$ cat config.mk
export PLATFORM = sky130hd
export DESIGN_NAME = layer0_in_packer
export DESIGN_NICKNAME = d
export VERILOG_FILES = /design/src/rtl/layer0_in_packer_pkg.sv /design/src/rtl/layer0_in_packer_feat_quant.sv /design/src/rtl/layer0_in_packer.sv
export SDC_FILE = /design/constraint.sdc
export NUM_CORES = 1
export LEC_CHECK = 0
export BUFFER_PORTS_ARGS = -buffer_cell sky130_fd_sc_hd__buf_2
export CORE_ASPECT_RATIO = 0.8
export CORE_MARGIN = 2
export CORE_UTILIZATION = 30
export CTS_CLUSTER_DIAMETER = 200
export DETAILED_ROUTE_END_ITERATION = 10
export GPL_ROUTABILITY_DRIVEN = 0
export GPL_TIMING_DRIVEN = 1
export PLACE_DENSITY = 0.56
export SLEW_MARGIN = 20
export SYNTH_ARGS = -nofsm -noshare
export SYNTH_HDL_FRONTEND = slang
export SYNTH_HIERARCHICAL = 1
export SYNTH_SLANG_ARGS = --single-unit
$ cat constraint.sdc
create_clock -name clk -period 2.7 [get_ports clk]
set_clock_uncertainty 0.15 [all_clocks]
set_input_delay 0.27 -clock clk [delete_from_list [all_inputs] [get_ports clk]]
set_output_delay 0.27 -clock clk [all_outputs]
set_load 0.05 [all_outputs]
$ cat src/rtl/layer0_in_packer_pkg.sv
// layer0_in_packer_pkg: shared layer-0 widths, quantizer code width and default thresholds.
package layer0_in_packer_pkg;
  localparam int Q_BITS      = 2;
  localparam int Q_T0        = -4096;
  localparam int Q_T1        = 0;
  localparam int Q_T2        = 4096;
  localparam int NEURON_IN_W = 16;
  localparam int NEURON_FEAT = 8;
endpackage

$ cat src/rtl/layer0_in_packer_feat_quant.sv
// feat_quant: maps one signed sample to a 2-bit code by counting thresholds it reaches.
module feat_quant import layer0_in_packer_pkg::*; #(
  parameter int IN_W = NEURON_IN_W,
  parameter logic signed [IN_W-1:0] T0 = IN_W'(Q_T0),
  parameter logic signed [IN_W-1:0] T1 = IN_W'(Q_T1),
  parameter logic signed [IN_W-1:0] T2 = IN_W'(Q_T2)
) (
  input  logic signed [IN_W-1:0] x,
  output logic [Q_BITS-1:0]      code
);
  assign code = Q_BITS'(x >= T0) + Q_BITS'(x >= T1) + Q_BITS'(x >= T2);
endmodule

$ cat src/rtl/layer0_in_packer.sv
// layer0_in_packer: quantizes a stream of readout features and packs each shot into one vector
// for the layer-0 neurons, with a single-entry output register and s_first resynchronisation.
module layer0_in_packer import layer0_in_packer_pkg::*; #(
  parameter int NUM_FEAT = NEURON_FEAT,
  parameter int IN_W = NEURON_IN_W,
  parameter logic signed [IN_W-1:0] T0 = IN_W'(Q_T0),
  parameter logic signed [IN_W-1:0] T1 = IN_W'(Q_T1),
  parameter logic signed [IN_W-1:0] T2 = IN_W'(Q_T2)
) (
  input  logic                       clk,
  input  logic                       rst_n,
  input  logic                       s_valid,
  output logic                       s_ready,
  input  logic signed [IN_W-1:0]     s_data,
  input  logic                       s_first,
  output logic                       m_valid,
  input  logic                       m_ready,
  output logic [NUM_FEAT*Q_BITS-1:0] m_data,
  output logic                       resync_err,
  output logic [15:0]                frame_cnt
);
  localparam int IW = NUM_FEAT > 1 ? $clog2(NUM_FEAT) : 1;
  localparam int VW = NUM_FEAT * Q_BITS;
  logic [IW-1:0] idx_q, idx_d, idx_eff;
  logic [VW-1:0] asm_q, asm_d, asm_new, m_data_q, m_data_d;
  logic m_valid_q, m_valid_d, resync_err_q, resync_err_d;
  logic [15:0] frame_cnt_q, frame_cnt_d;
  logic [Q_BITS-1:0] code;
  logic accept, emit, resync, last;
  feat_quant #(.IN_W(IN_W), .T0(T0), .T1(T1), .T2(T2)) u_quant (.x(s_data), .code(code));
  assign s_ready = !m_valid_q || m_ready;
  // A mid-shot s_first restarts assembly with this sample as feature 0.
  always_comb begin
    accept = s_valid && s_ready;
    emit = m_valid_q && m_ready;
    resync = accept && s_first && idx_q != '0;
    idx_eff = resync ? '0 : idx_q;
    last = idx_eff == IW'(NUM_FEAT - 1);
    asm_new = resync ? '0 : asm_q;
    asm_new[Q_BITS*idx_eff +: Q_BITS] = code;
    idx_d = accept ? (last ? '0 : idx_eff + 1'b1) : idx_q;
    asm_d = accept ? (last ? '0 : asm_new) : asm_q;
    m_data_d = accept && last ? asm_new : m_data_q;
    m_valid_d = (accept && last) || (m_valid_q && !m_ready);
    resync_err_d = resync;
    frame_cnt_d = frame_cnt_q + 16'(emit);
  end
  always_ff @(posedge clk or negedge rst_n) begin
    if (!rst_n) begin
      idx_q <= '0;
      asm_q <= '0;
      m_data_q <= '0;
      m_valid_q <= 1'b0;
      resync_err_q <= 1'b0;
      frame_cnt_q <= '0;
    end else begin
      idx_q <= idx_d;
      asm_q <= asm_d;
      m_data_q <= m_data_d;
      m_valid_q <= m_valid_d;
      resync_err_q <= resync_err_d;
      frame_cnt_q <= frame_cnt_d;
    end
  end
  assign m_data = m_data_q;
  assign m_valid = m_valid_q;
  assign resync_err = resync_err_q;
  assign frame_cnt = frame_cnt_q;
endmodule

Word-level counts from Yosys, hierarchy flattened --
Index checks and enable logic that the tools add are counted.
Storage, ports and cells: register bits 53, input bits 21, output and inout port bits 35, word-level logic and storage cells 33
Cells by class: add/sub/neg operators 5, order comparisons 3, equal/unequal tests 1, shifts and indexed selects 2, mux-type cells 5, reduce and logical (&&, ||, !) cells 11
Operator list (count):
- $neg 4->34 | 1
- $shift 2x34->16 const A | 1
- $shiftx 2x34->16 | 1
- $mux 16 | 2
- $add 16x1->16 | 1
- $bwmux 16 | 1
- $ge 16x1->1 const B | 1
- $ge 16x13->1 const B | 1
- $ge 16x14->1 const B | 1
- $logic_and 1x1->1 | 6
- $mux 3 | 2
- $add 3x1->3 const B | 1
- $eq 3x3->1 const B | 1
- $reduce_bool 3->1 | 1
- $add 1x1->2 | 1
- $add 2x1->2 | 1
- $logic_not 1->1 | 2
- $logic_or 1x1->1 | 2

Depth between registers and ports, before layout --
Gate-level depths: netlist (run 1).
depth in word-level cells 10, gate-level depth with buffers 13, depth with buffers taken out 11

Modules after synthesis --
The synthesis (run 1) kept the hierarchy.
By module, submodules not included:
- layer0_in_packer | times used 1, cells an instance 251, area each 2611.3 µm², sequential area each 1326.3 µm²
- feat_quant | times used 1, cells an instance 6, area each 41.3 µm², sequential area each 0.0 µm²

Worst setup path after synthesis (run 1) --
Ideal clock, no wire load.
kind flip-flop to flip-flop, start point reg m_valid_q (netlist: m_valid), end point reg m_data_q[8] (netlist: m_data[8]), library setup time 0.126 ns, data arrival time 2.560 ns, data required time 2.424 ns, path slack -0.136 ns, cell stages (with the launch flop) 12, path buffers 1, clock period less this slack 2.836 ns, path through dfrtp_1 -> nor2b_1 -> buf_4 -> inv_4 -> nand2_2 -> nand2_2 -> ha_1 -> ha_1 -> nor2b_1 -> o2111ai_1 -> nor2b_1 -> a221o_1
On the way: longest elaborated chain between the ends 9, elaborated cells between the ends (all ways) 13, those cells by class add/sub (1); eq/ne (1); shift (2); mux (3); reduce/logical (6)
Ends and longest elaborated chain:
- from (decl) | line layer0_in_packer.sv:26 | logic m_valid_q, m_valid_d, resync_err_q, resync_err_d;
- from (signal assigned) | line layer0_in_packer.sv:60 | m_valid_q <= m_valid_d;
- $logic_not 1->1 * | line layer0_in_packer.sv:31 | assign s_ready = !m_valid_q || m_ready;
- $logic_or 1x1->1 * | line layer0_in_packer.sv:31
- $logic_and 1x1->1 * | line layer0_in_packer.sv:34 | accept = s_valid && s_ready;
- $logic_and 1x1->1 (2 in a row) | line layer0_in_packer.sv:36 | resync = accept && s_first && idx_q != '0;
- $mux 3 | line layer0_in_packer.sv:37 | idx_eff = resync ? '0 : idx_q;
- $neg 4->34 | line layer0_in_packer.sv:40 | asm_new[Q_BITS*idx_eff +: Q_BITS] = code;
- $shiftx 2x34->16 / $shift 2x34->16 (equally long branches) | line layer0_in_packer.sv:40
- $bwmux 16 | line layer0_in_packer.sv:40
- to (signal assigned) | line layer0_in_packer.sv:59 | m_data_q <= m_data_d;
- to (decl) | line layer0_in_packer.sv:25 | logic [VW-1:0] asm_q, asm_d, asm_new, m_data_q, m_data_d;
Every way passes the cells marked *; elsewhere a longest branch is shown, timed or not. A chain may end at the register's enable or synchronous reset.

Worst setup path after layout (run 1) --
Ends and elaborated chain as after synthesis.

==> impl_results.md, run 1 <==
* Total Nets Final at 344
* CTS root buf: clkbuf_8
* Synth Warn # at 6
* Post-Synthesis Cells at 257
* Die height at 88.1 um
* Clock share of power at 22.5%
* Final cycle utilization of the critical path at 93.5%
* Synthesized area at 0.00265 mm^2
* Largest cells by area after synthesis: dfrtp_1 (50%), a221o_1 (5.3%), nand3_1 (4.7%)
* Filler instances at 847
* Clk_lat worst skew at 320 ps
* Crit path capture type: register
* Die width at 109 um
* Hold Startpoint: m_ready
* Post-synthesis register bit count at 53
* Routed Antenna Nets at 0
* Switching power at 0.983 mW
* Most used cell, CP: nor2b_1
* Flop-to-flop setup slack at 170 ps
* Clock-pin slew on the worst setup and hold paths at 100 ps
* Final setup fails at 0
* Grt ovf at 0
* I/O pin count at 56
* VDD IR-drop max at 0.334 mV
* Leak at 1.59 nW
* Largest net degree at the start of global routing at 35
* GRT Resource Usage Total at 14.6%
* Actual slew at the worst max-slew pin at 779 ps
* Global-route wire length before repair at 10800 um
* Slew HR at 48.0%
* Top cells by count, synth: dfrtp_1 (53), nand2_1 (28), nand3_1 (25), a221o_1 (14), nor2_1 (13)
* Initial antenna violation count at 0
* CP max stage cell: ha_2
* Top cell type's share of synthesized area at 50.0%
* Post-synth EDFFs at 0
* Hold depth at 3
* Logic pwr share at 35.2%
* Num Clock Sinks at 53
* Worst Path Buf+Inv at 2
* Clock Path Buffers at 2
* Hold path endpoint: frame_cnt[0]$_DFF_PN0_
* Drt pass-1 iters at 4
* Fin crit period at 2530 ps
* FF-to-FF End: m_data[8]$_DFFE_PN0P_
* Maximum fanout along the worst path at 6
* Largest area contributor in the netlist: dfrtp_1
* Register area at 0.00133 mm^2
* Worst R2R Path Depth at 11
* Max_cap viols at 0
* Clock H-tree levels at 2
* Die area at 0.00961 mm^2
* RSZ-0062 raised after global routing: false
* Number of port buffers at 43
* Sw Ratio at 39.1%
* DRC at 0
* P per Cell Area at 772 mW/mm^2
* Final Hold Fails at 0
* Via density at 5.08
* Share of layout cells above drive strength 1 at 27.8%
* Initial cell density of the core at 31.1%
* Routed WL per cell at 15.1 um
* Outcome: finished clean
* Final setup margin at 174 ps
* Fin. max-slew vios at 0
* TritonCTS clock tree: done
* Multi-input combinational cell area at 0.00128 mm^2
* Largest delay share family, worst path: simple AND/OR/NAND/NOR gates
* Syn nets at 286
* Crit Path Class: reg2reg
* Hpwl dp at 4620 um
* Seq/Total Area, Yosys at 50.0%
* Hold Slack at 142 ps
* Core Box Area at 0.00852 mm^2
* Number of vias in the routed layout at 2173
* Most frequent cell after synthesis: dfrtp_1
* Startpoint types: register
* CP required at 2750 ps
* Synth Flop Type: dfrtp_1
* Share of flip-flops with an asynchronous set or reset at 100%
* Area Growth Syn to Fin at 22.7%
* Mean Syn Cell Area at 10.3 um^2
* Detailed Route Iter0 Violations at 112
* Dpl cell area at 0.00309 mm^2
* Crit path largest cell delay at 390 ps
* Vias in the first global route at 2176
* Synth cell types at 40
* Int Power at 1.53 mW
* HP Class: in2reg
* Critical-path cell list: nor2b_1, buf_4, inv_4, nand2_2, nand2_1, ha_1, ha_2, nor2b_4, o2111ai_4, nor2b_1, a221o_1
* Total routed wirelength at 6460 um
* Fmax at 0.396 GHz
* Design Power at 2.51 mW
* Place WS at 94.3 ps
* Rows at 30
* Num CTS Buffers at 5
* Antenna cell count at 0
* R2r startpoint: m_valid$_DFF_PN0_
* Setup TNS at 0 ps
* Reg power frac at 42.4%
* Worst Setup SP: m_valid$_DFF_PN0_
* Fin area at 0.00326 mm^2
* Worst endpoint data arrival time at 2580 ps
layer usage:
metal | vias to the layer above | GRT usage [%] | part of all wire [%]
met2 | 56 | 22.9 | 42
met3 | 10 | 2.68 | 4.9
li1 | 1056 | - | -
met5 | - | 0 | 0
met4 | 0 | 3.85 | 1.2
met1 | 1051 | 20.7 | 52
logic make-up (layout without fill, tap and decap cells):
family | after synthesis | count (layout) | share of synthesized area [%]
XOR/XNOR | 14 | 14 | 4.62
buffers and inverters | 17 | 76 | 3.73
adder cells (fa/ha/maj) | 8 | 8 | 4.06
AO/OA/AOI/OAI | 49 | 49 | 15.5
flip-flops | 53 | 53 | 50.0
AND/OR/NAND/NOR | 116 | 116 | 22.1
worst max-delay path by stage:
stage,endpoint,slack [ps],cells after the start
5_1_grt,asm_q[7]$_DFFE_PN0P_,10,11
4_1_cts,asm_q[7]$_DFFE_PN0P_,80,11
3_5_place_dp,asm_q[12]$_DFFE_PN0P_,90,13
6_report,m_data[8]$_DFFE_PN0P_,170,11
3_3_place_gp,asm_q[12]$_DFFE_PN0P_,90,13
2_1_floorplan,m_data[12]$_DFFE_PN0P_,10,11
sequential cells by signal (all words and copies together) (netlist names):
register / flops
asm_q: 16
frame_cnt: 16
m_valid: 1
m_data: 16
resync_err: 1
idx_q: 3
through the flow:
step           std cells  utilization (%)
6_report             428             38.2
5_1_grt              428             38.2
4_1_cts              428             37.7
3_5_place_dp         419             36.2
3_3_place_gp         419             36.2
2_1_floorplan        257                -
final cells by class:
type | instances | share of cell area [%]
flip-flops and latches | 53 | 40.8
multi-input cells | 187 | 39.4
repair buffers | 61 | 11.2
well taps | 112 | 4.30
clock buffers | 5 | 2.11
clock inverters | 3 | 1.35
inverters | 7 | 0.884
tightest hold or removal path, stage by stage:
cell,delay (ps)
buf_2,80
and2_1,110
ha_1,110
power by group through the flow:
stage	registers [mW]	logic, mW	clock network [mW]
2_1_floorplan	1.27	0.414	0
3_3_place_gp	1.08	0.828	0
3_5_place_dp	1.08	0.838	0
4_1_cts	1.07	0.844	0.575
5_1_grt	1.09	0.974	0.609
6_report	1.07	0.884	0.565
cells in the final DEF (no fill, tap or decap), drive strengths merged, types with 4 or more instances in the layout:
| cell type | instances |
|---|---|
| a21o | 9 |
| a21oi | 4 |
| a221o | 14 |
| and2 | 7 |
| buf | 60 |
| clkbuf | 5 |
| dfrtp | 53 |
| ha | 7 |
| inv | 8 |
| nand2 | 31 |
| nand3 | 25 |
| nand4 | 5 |
| nor2 | 13 |
| nor2b | 7 |
| nor3 | 10 |
| nor4 | 6 |
| o211ai | 5 |
| o311ai | 6 |
| xnor2 | 12 |
what timing repair did:
| action | in CTS | in global routing |
|---|---|---|
| hold buffers | 1 | 0 |
| setup endpoints to repair | 0 | 10 |
| gates resized for setup | 0 | 11 |
| endpoints found under the hold margin | 33 | 0 |
| buffers inserted | 0 | 0 |
Note: power is estimated with default switching activity, not from simulation.
==> run 2, diff against run 1 <==
ABC_AREA = 1   (was not set)
PLACE_DENSITY = 0.55   (was 0.56)
==> impl_results.md, run 2 <==
* Outcome: finished clean
* Final Hold Fails at 0 (unchanged)
* Startpoint types: register
* Clk_lat worst skew at 290 ps (-30 ps)
* Crit Path Class: reg2reg
* Worst Setup SP: idx_q[0]$_DFFE_PN0P_
* DRC at 0 (unchanged)
* Syn nets at 362 (+27%)
* Seq/Total Area, Yosys at 47.4% (-2.6 points)
* Total routed wirelength at 6780 um (+5.0%)
* Hold Startpoint: m_ready
* Clock Path Buffers at 2 (unchanged)
* Number of port buffers at 43 (unchanged)
* I/O pin count at 56 (unchanged)
* P per Cell Area at 951 mW/mm^2 (+23%)
* Synth Flop Type: dfrtp_1
* Post-CTS Setup Bufs at 0 (unchanged)
* Leak at 1.85 nW (+16%)
* Global-route wire length before repair at 11500 um (+6.0%)
* Fin area at 0.00333 mm^2 (+2.2%)
* Dpl cell area at 0.00314 mm^2 (+1.8%)
* Post-synth EDFFs at 0 (unchanged)
* Num Clock Sinks at 53 (unchanged)
* Vias in the first global route at 2163 (-0.60%)
* Die height at 90.4 um (+2.6%)
* Final setup fails at 0 (unchanged)
* Area Growth Syn to Fin at 18.9%
* Number of vias in the routed layout at 2304 (+6.0%)
* Initial antenna violation count at 0 (unchanged)
* Largest area contributor in the netlist: dfrtp_1
* Fmax at 0.404 GHz (+2.0%)
* Post-Synthesis Cells at 333 (+30%)
* Hpwl dp at 4800 um (+3.8%)
* GRT Resource Usage Total at 14.3% (-0.31 points)
* Routed WL per cell at 13.6 um (-10%)
* Synth Warn # at 6 (unchanged)
* VDD IR-drop max at 0.459 mV (+37%)
* Total Nets Final at 412 (+20%)
* Clock H-tree levels at 2 (unchanged)
* R2r startpoint: idx_q[0]$_DFFE_PN0P_
* Largest cells by area after synthesis: dfrtp_1 (47%), nand2_1 (18%), nand3_1 (4.3%)
* Top cell type's share of synthesized area at 47.4% (-2.6 points)
* Most common cell after layout, fill and taps aside: nand2_1
* Via density at 4.62 (-9.1%)
* Mean Syn Cell Area at 8.41 um^2 (-19%)
* RSZ-0062 raised after global routing: false
* Initial cell density of the core at 30.9% (-0.28 points)
* Die width at 112 um (+2.6%)
* Top cells by count, synth: nand2_1 (138), dfrtp_1 (53), nand3_1 (24), inv_1 (21), nor2_1 (15)
* CTS root buf: clkbuf_16
* Setup TNS at 0 ps (unchanged)
* CP required at 2790 ps (+40 ps)
* Critical-path cell list: buf_4, inv_6, nand2_1, nor2_2, nor2_4, nor2_8, ha_1, ha_1, inv_1, nor2_4, buf_4, nand3_1, nand2_1
* Crit path capture type: register
* Final cycle utilization of the critical path at 91.7% (-1.9 points)
* Fin. max-slew vios at 0 (unchanged)
* Routed Antenna Nets at 0 (unchanged)
* Die area at 0.0101 mm^2 (+5.3%)
* Actual slew at the worst max-slew pin at 607 ps (-172 ps)
* Most frequent cell after synthesis: nand2_1
* Slew HR at 59.5% (+11 points)
* Antenna cell count at 0 (unchanged)
* Crit path largest cell delay at 390 ps (about the same)
* Share of flip-flops with an asynchronous set or reset at 100% (unchanged)
* Max_cap viols at 0 (unchanged)
* Detailed Route Iter0 Violations at 139 (+24%)
* Largest net degree at the start of global routing at 26 (-26%)
* Fin crit period at 2480 ps (-50.4 ps)
* TritonCTS clock tree: done
* Core Box Area at 0.00908 mm^2 (+6.5%)
* Hold Slack at 139 ps (-3.27 ps)
* HP Class: in2reg
* Post-synthesis register bit count at 53 (unchanged)
* Clock-pin slew on the worst setup and hold paths at 70 ps (-30 ps)
* Worst endpoint data arrival time at 2560 ps (-20 ps)
* Share of layout cells above drive strength 1 at 22.1% (-5.7 points)
* Rows at 31 (+3.3%)
* Drt pass-1 iters at 4 (unchanged)
* Grt ovf at 0 (unchanged)
* Synth cell types at 34 (-15%)
* Most frequent cells in the layout: nand2_1 (138), dfrtp_1 (52), buf_2 (43)
* CP max stage cell: dfrtp_1
* Synthesized area at 0.00280 mm^2 (+5.6%)
* Maximum fanout along the worst path at 11 (+5)
* Num CTS Buffers at 5 (unchanged)
## run 2: cell count changes after synthesis, sizes merged, moves of 7 or more
| cell | change |
|---|---|
| nor2 | +11 |
| nand2 | +111 |
| a221o | -14 |
| nand4 | +7 |
| and2 | -7 |
| a21o | -9 |
| nor2b | -7 |
| inv | +18 |
| nor3 | -8 |
## run 2: what timing repair did
action / CTS / global route
hold buffers: 1 / 0
hold endpoints to repair: 23 / 0
resized for setup: 0 / 2
setup endpoints to repair: 0 / 8
## run 2: per-stage QoR
| stage | instances | power [mW] | worst slack [ps] | util, % |
|---|---|---|---|---|
| 2_1_floorplan | 333 | 2.09 | 81.4 | - |
| 3_3_place_gp | 490 | 2.39 | 259 | 34.6 |
| 3_5_place_dp | 490 | 2.40 | 206 | 34.6 |
| 4_1_cts | 499 | 3.17 | 175 | 36.6 |
| 5_1_grt | 499 | 3.38 | 25.2 | 36.7 |
| 6_report | 499 | 3.16 | 225 | 36.7 |
## run 2: area by class of cell
| cell class | count | area [um^2] |
|---|---|---|
| repair buffers | 53 | 293 |
| clock buffers | 7 | 143 |
| inverters | 25 | 101 |
| flip-flops and latches | 53 | 1330 |
| clock inverters | 1 | 30.0 |
| multi-input cells | 245 | 1290 |
| well taps | 115 | 144 |
| fillers | 954 | 5750 |
## run 2: logic make-up after synthesis
| kind of cell | after synthesis | synth area share [%] |
|---|---|---|
| buffers and inverters | 35 | 6.57 |
| AND/OR/NAND/NOR | 211 | 34.8 |
| flip-flops | 53 | 47.4 |
| AO/OA/AOI/OAI | 12 | 3.08 |
| adder cells (fa/ha/maj) | 8 | 3.84 |
| XOR/XNOR | 14 | 4.38 |
## run 2: worst paths after layout
kind / end / slack, ps / depth (start not counted)
setup / recovery: m_data[12]$_DFFE_PN0P_ / 220 / 13
hold / removal: frame_cnt[0]$_DFF_PN0_ / 140 / 4
setup reg to reg: m_data[12]$_DFFE_PN0P_ / 220 / 13
hold reg to reg: frame_cnt[15]$_DFF_PN0_ / 320 / 1
max in group asynchronous: m_data[6]$_DFFE_PN0P_ / 1370 / 3
min in group asynchronous: asm_q[2]$_DFFE_PN0P_ / 360 / 2
## run 2: worst max-delay path, delay by kind of cell, from the launching register on
family                     cells  cell delay [ps]
adders and majority gates      2              440
buffers and inverters          4              590
DFF                            1              390
and+or+nand+nor                7              840
## run 2: power breakdown
group | internal [mW] | leakage (nW) | switching [mW]
Sequential | 0.981 | 0.723 | 0.0986
Combinational | 0.371 | 1.04 | 0.957
Clock | 0.464 | 0.0841 | 0.293
Total | 1.82 | 1.85 | 1.35
## run 2: layer usage
layer | wire [um] | global-route usage (%) | up-vias
met5 | 0 | 0 | -
met2 | 2660 | 18.8 | 57
met1 | 3670 | 23.1 | 1082
li1 | - | - | 1160
met3 | 392 | 3.36 | 5
met4 | 65 | 3.05 | 0
==> run 3, diff against run 2 <==
PLACE_DENSITY = 0.54   (was 0.55)
clock period = 2.35 ns   (was 2.7 ns; I/O delays follow)
==> impl_results.md, run 3 (same netlist as run 2, synthesis figures left out) <==
* Outcome: finished clean
* Final instance count without filler cells at 505 (+1.2%)
* Number of vias in the routed layout at 2388 (+3.6%)
* CTS root buf: clkbuf_16
* Total Nets Final at 419 (+1.7%)
* Clock-pin slew on the worst setup and hold paths at 70 ps (about the same)
* Fin. max-slew vios at 0 (unchanged)
* RSZ-0062 raised after global routing: true
* Worst Setup SP: m_valid$_DFF_PN0_
* Hold path endpoint: frame_cnt[0]$_DFF_PN0_
* I/O pin count at 56 (unchanged)
* Actual slew at the worst max-slew pin at 688 ps (+80.7 ps)
* Most common cell after layout, fill and taps aside: nand2_1
* Routed Antenna Nets at 0 (unchanged)
* Fmax at 0.446 GHz (+10%)
* Maximum fanout along the worst path at 5 (-6)
* Final setup fails at 0 (unchanged)
* FF-to-FF End: m_data[0]$_DFFE_PN0P_
* Flop-to-flop setup slack at 110 ps (-120 ps)
* Worst Path Buf+Inv at 1 (-3)
* Startpoint types: register
* Die height at 90.4 um (unchanged)
* Clock Path Buffers at 2 (unchanged)
* TritonCTS clock tree: done
* Max_cap viols at 0 (unchanged)
* Total routed wirelength at 6690 um (-1.4%)
* Clk_lat worst skew at 290 ps (about the same)
* CP required at 2440 ps (-350 ps)
* Global-route wire length before repair at 11600 um (+0.85%)
* P per Cell Area at 1080 mW/mm^2 (+14%)
* Critical-path cell list: a21oi_4, nand3_2, nand2_2, ha_4, ha_4, inv_4, nand2_2, nor2_2, nand2_2, nor2_2, nand3_1, nand2_1, nand2_1, nand2_1
* Via density at 4.73 (+2.4%)
* GRT Resource Usage Total at 14.0% (-0.22 points)
* Number of port buffers at 43 (unchanged)
* R2r startpoint: m_valid$_DFF_PN0_
* Num CTS Buffers at 5 (unchanged)
* Routed WL per cell at 13.2 um (-2.6%)
* Worst endpoint data arrival time at 2330 ps (-230 ps)
* Hold depth at 4 (unchanged)
* Hpwl dp at 4670 um (-2.6%)
* Final cycle utilization of the critical path at 95.4% (+3.7 points)
* Largest net degree at the start of global routing at 54 (+110%)
* Fin crit period at 2240 ps (-235 ps)
* Leak at 1.87 nW (+1.3%)
* Die width at 112 um (unchanged)
* Die area at 0.0101 mm^2 (unchanged)
* Initial cell density of the core at 30.9% (unchanged)
* Vias in the first global route at 2279 (+5.4%)
* Share of layout cells above drive strength 1 at 25.9% (+3.8 points)
* Final Hold Fails at 0 (unchanged)
* Crit path largest cell delay at 530 ps (+140 ps)
* Final setup margin at 109 ps (-115 ps)
* Setup TNS at 0 ps (unchanged)
* Initial antenna violation count at 0 (unchanged)
* DRC at 0 (unchanged)
* Core Box Area at 0.00908 mm^2 (unchanged)
* Placed cells at 491 (+0.20%)
* Drt pass-1 iters at 4 (unchanged)
* Slew HR at 54.1% (-5.4 points)
* Crit path capture type: register
* Area Growth Syn to Fin at 22.4%
* Antenna cell count at 0 (unchanged)
* Detailed Route Iter0 Violations at 169 (+22%)
* Largest delay share family, worst path: simple AND/OR/NAND/NOR gates
* Crit Path Class: reg2reg
* VDD IR-drop max at 0.527 mV (+15%)
* Clock H-tree levels at 2 (unchanged)
* Place WS at 41.7 ps (-164 ps)
* Most frequent cells in the layout: nand2_1 (135), dfrtp_1 (52), buf_2 (43)
* CP max stage cell: dfrtp_4
* Rows at 31 (unchanged)
* Hold Startpoint: m_ready
* HP Class: in2reg
* Num Clock Sinks at 53 (unchanged)
* Worst R2R Path Depth at 14 (+1)
* Grt ovf at 0 (unchanged)
## run 3: cell types whose count changed in the layout (fill, tap and decap cells not counted), sizes merged
| cell | previous run | this run |
|---|---|---|
| clkinvlp | 0 | 1 |
| bufinv | 1 | 0 |
| clkbuf | 7 | 6 |
| buf | 52 | 59 |
## run 3: per-stage QoR
step,cell area [um^2],hold WS [ps],power [mW],util [%]
after detailed placement,3200,272,2.82,35.3
final,3430,106,3.71,37.8
after global routing,3430,130,3.98,37.8
after global placement,3200,266,2.80,35.3
after floorplan,2850,-211,2.46,-
after CTS,3360,111,3.58,37.0
## run 3: cell type report
class	instances	area [um^2]
flip-flops and latches	53	1330
well taps	115	144
multi-input cells	245	1350
clock buffers	6	139
repair buffers	60	358
fillers	951	5650
clock inverters	1	7.51
inverters	25	104
## run 3: tightest hold or removal path, delay by kind of cell
kind,cells,cell delay (ps)
fa+ha+maj,1,110
buf+inv,2,140
simple gates,1,40
## run 3: routing by layer
metal	vias to the layer above	wire (um)	global-route usage, %
li1	1166	-	-
met1	1155	3450	21.2
met2	63	2760	20.7
met3	4	451	3.96
met4	0	30	1.63
met5	-	0	0
## run 3: report_power, final
group	internal, mW	switching, mW
clock	0.419	0.327
sequential	1.13	0.115
combinational	0.571	1.15
total	2.12	1.59
## run 3: how the worst max path moves through the flow
stage / to / slack, ps / cells past startpoint
floorplan: m_data[13]$_DFFE_PN0P_ / -30 / 13
global placement: m_data[13]$_DFFE_PN0P_ / 70 / 14
detailed placement: asm_q[13]$_DFFE_PN0P_ / 40 / 14
CTS: m_data[13]$_DFFE_PN0P_ / 70 / 12
global route: m_data[0]$_DFFE_PN0P_ / -20 / 14
finish: m_data[0]$_DFFE_PN0P_ / 110 / 14
## run 3: repair_timing
action | 4_1_cts | 5_1_grt
resized for setup | 0 | 13
hold endpoints to repair | 53 | 0
buffers inserted | 0 | 6
endpoints found under the setup margin | 0 | 23
hold buffers | 1 | 0
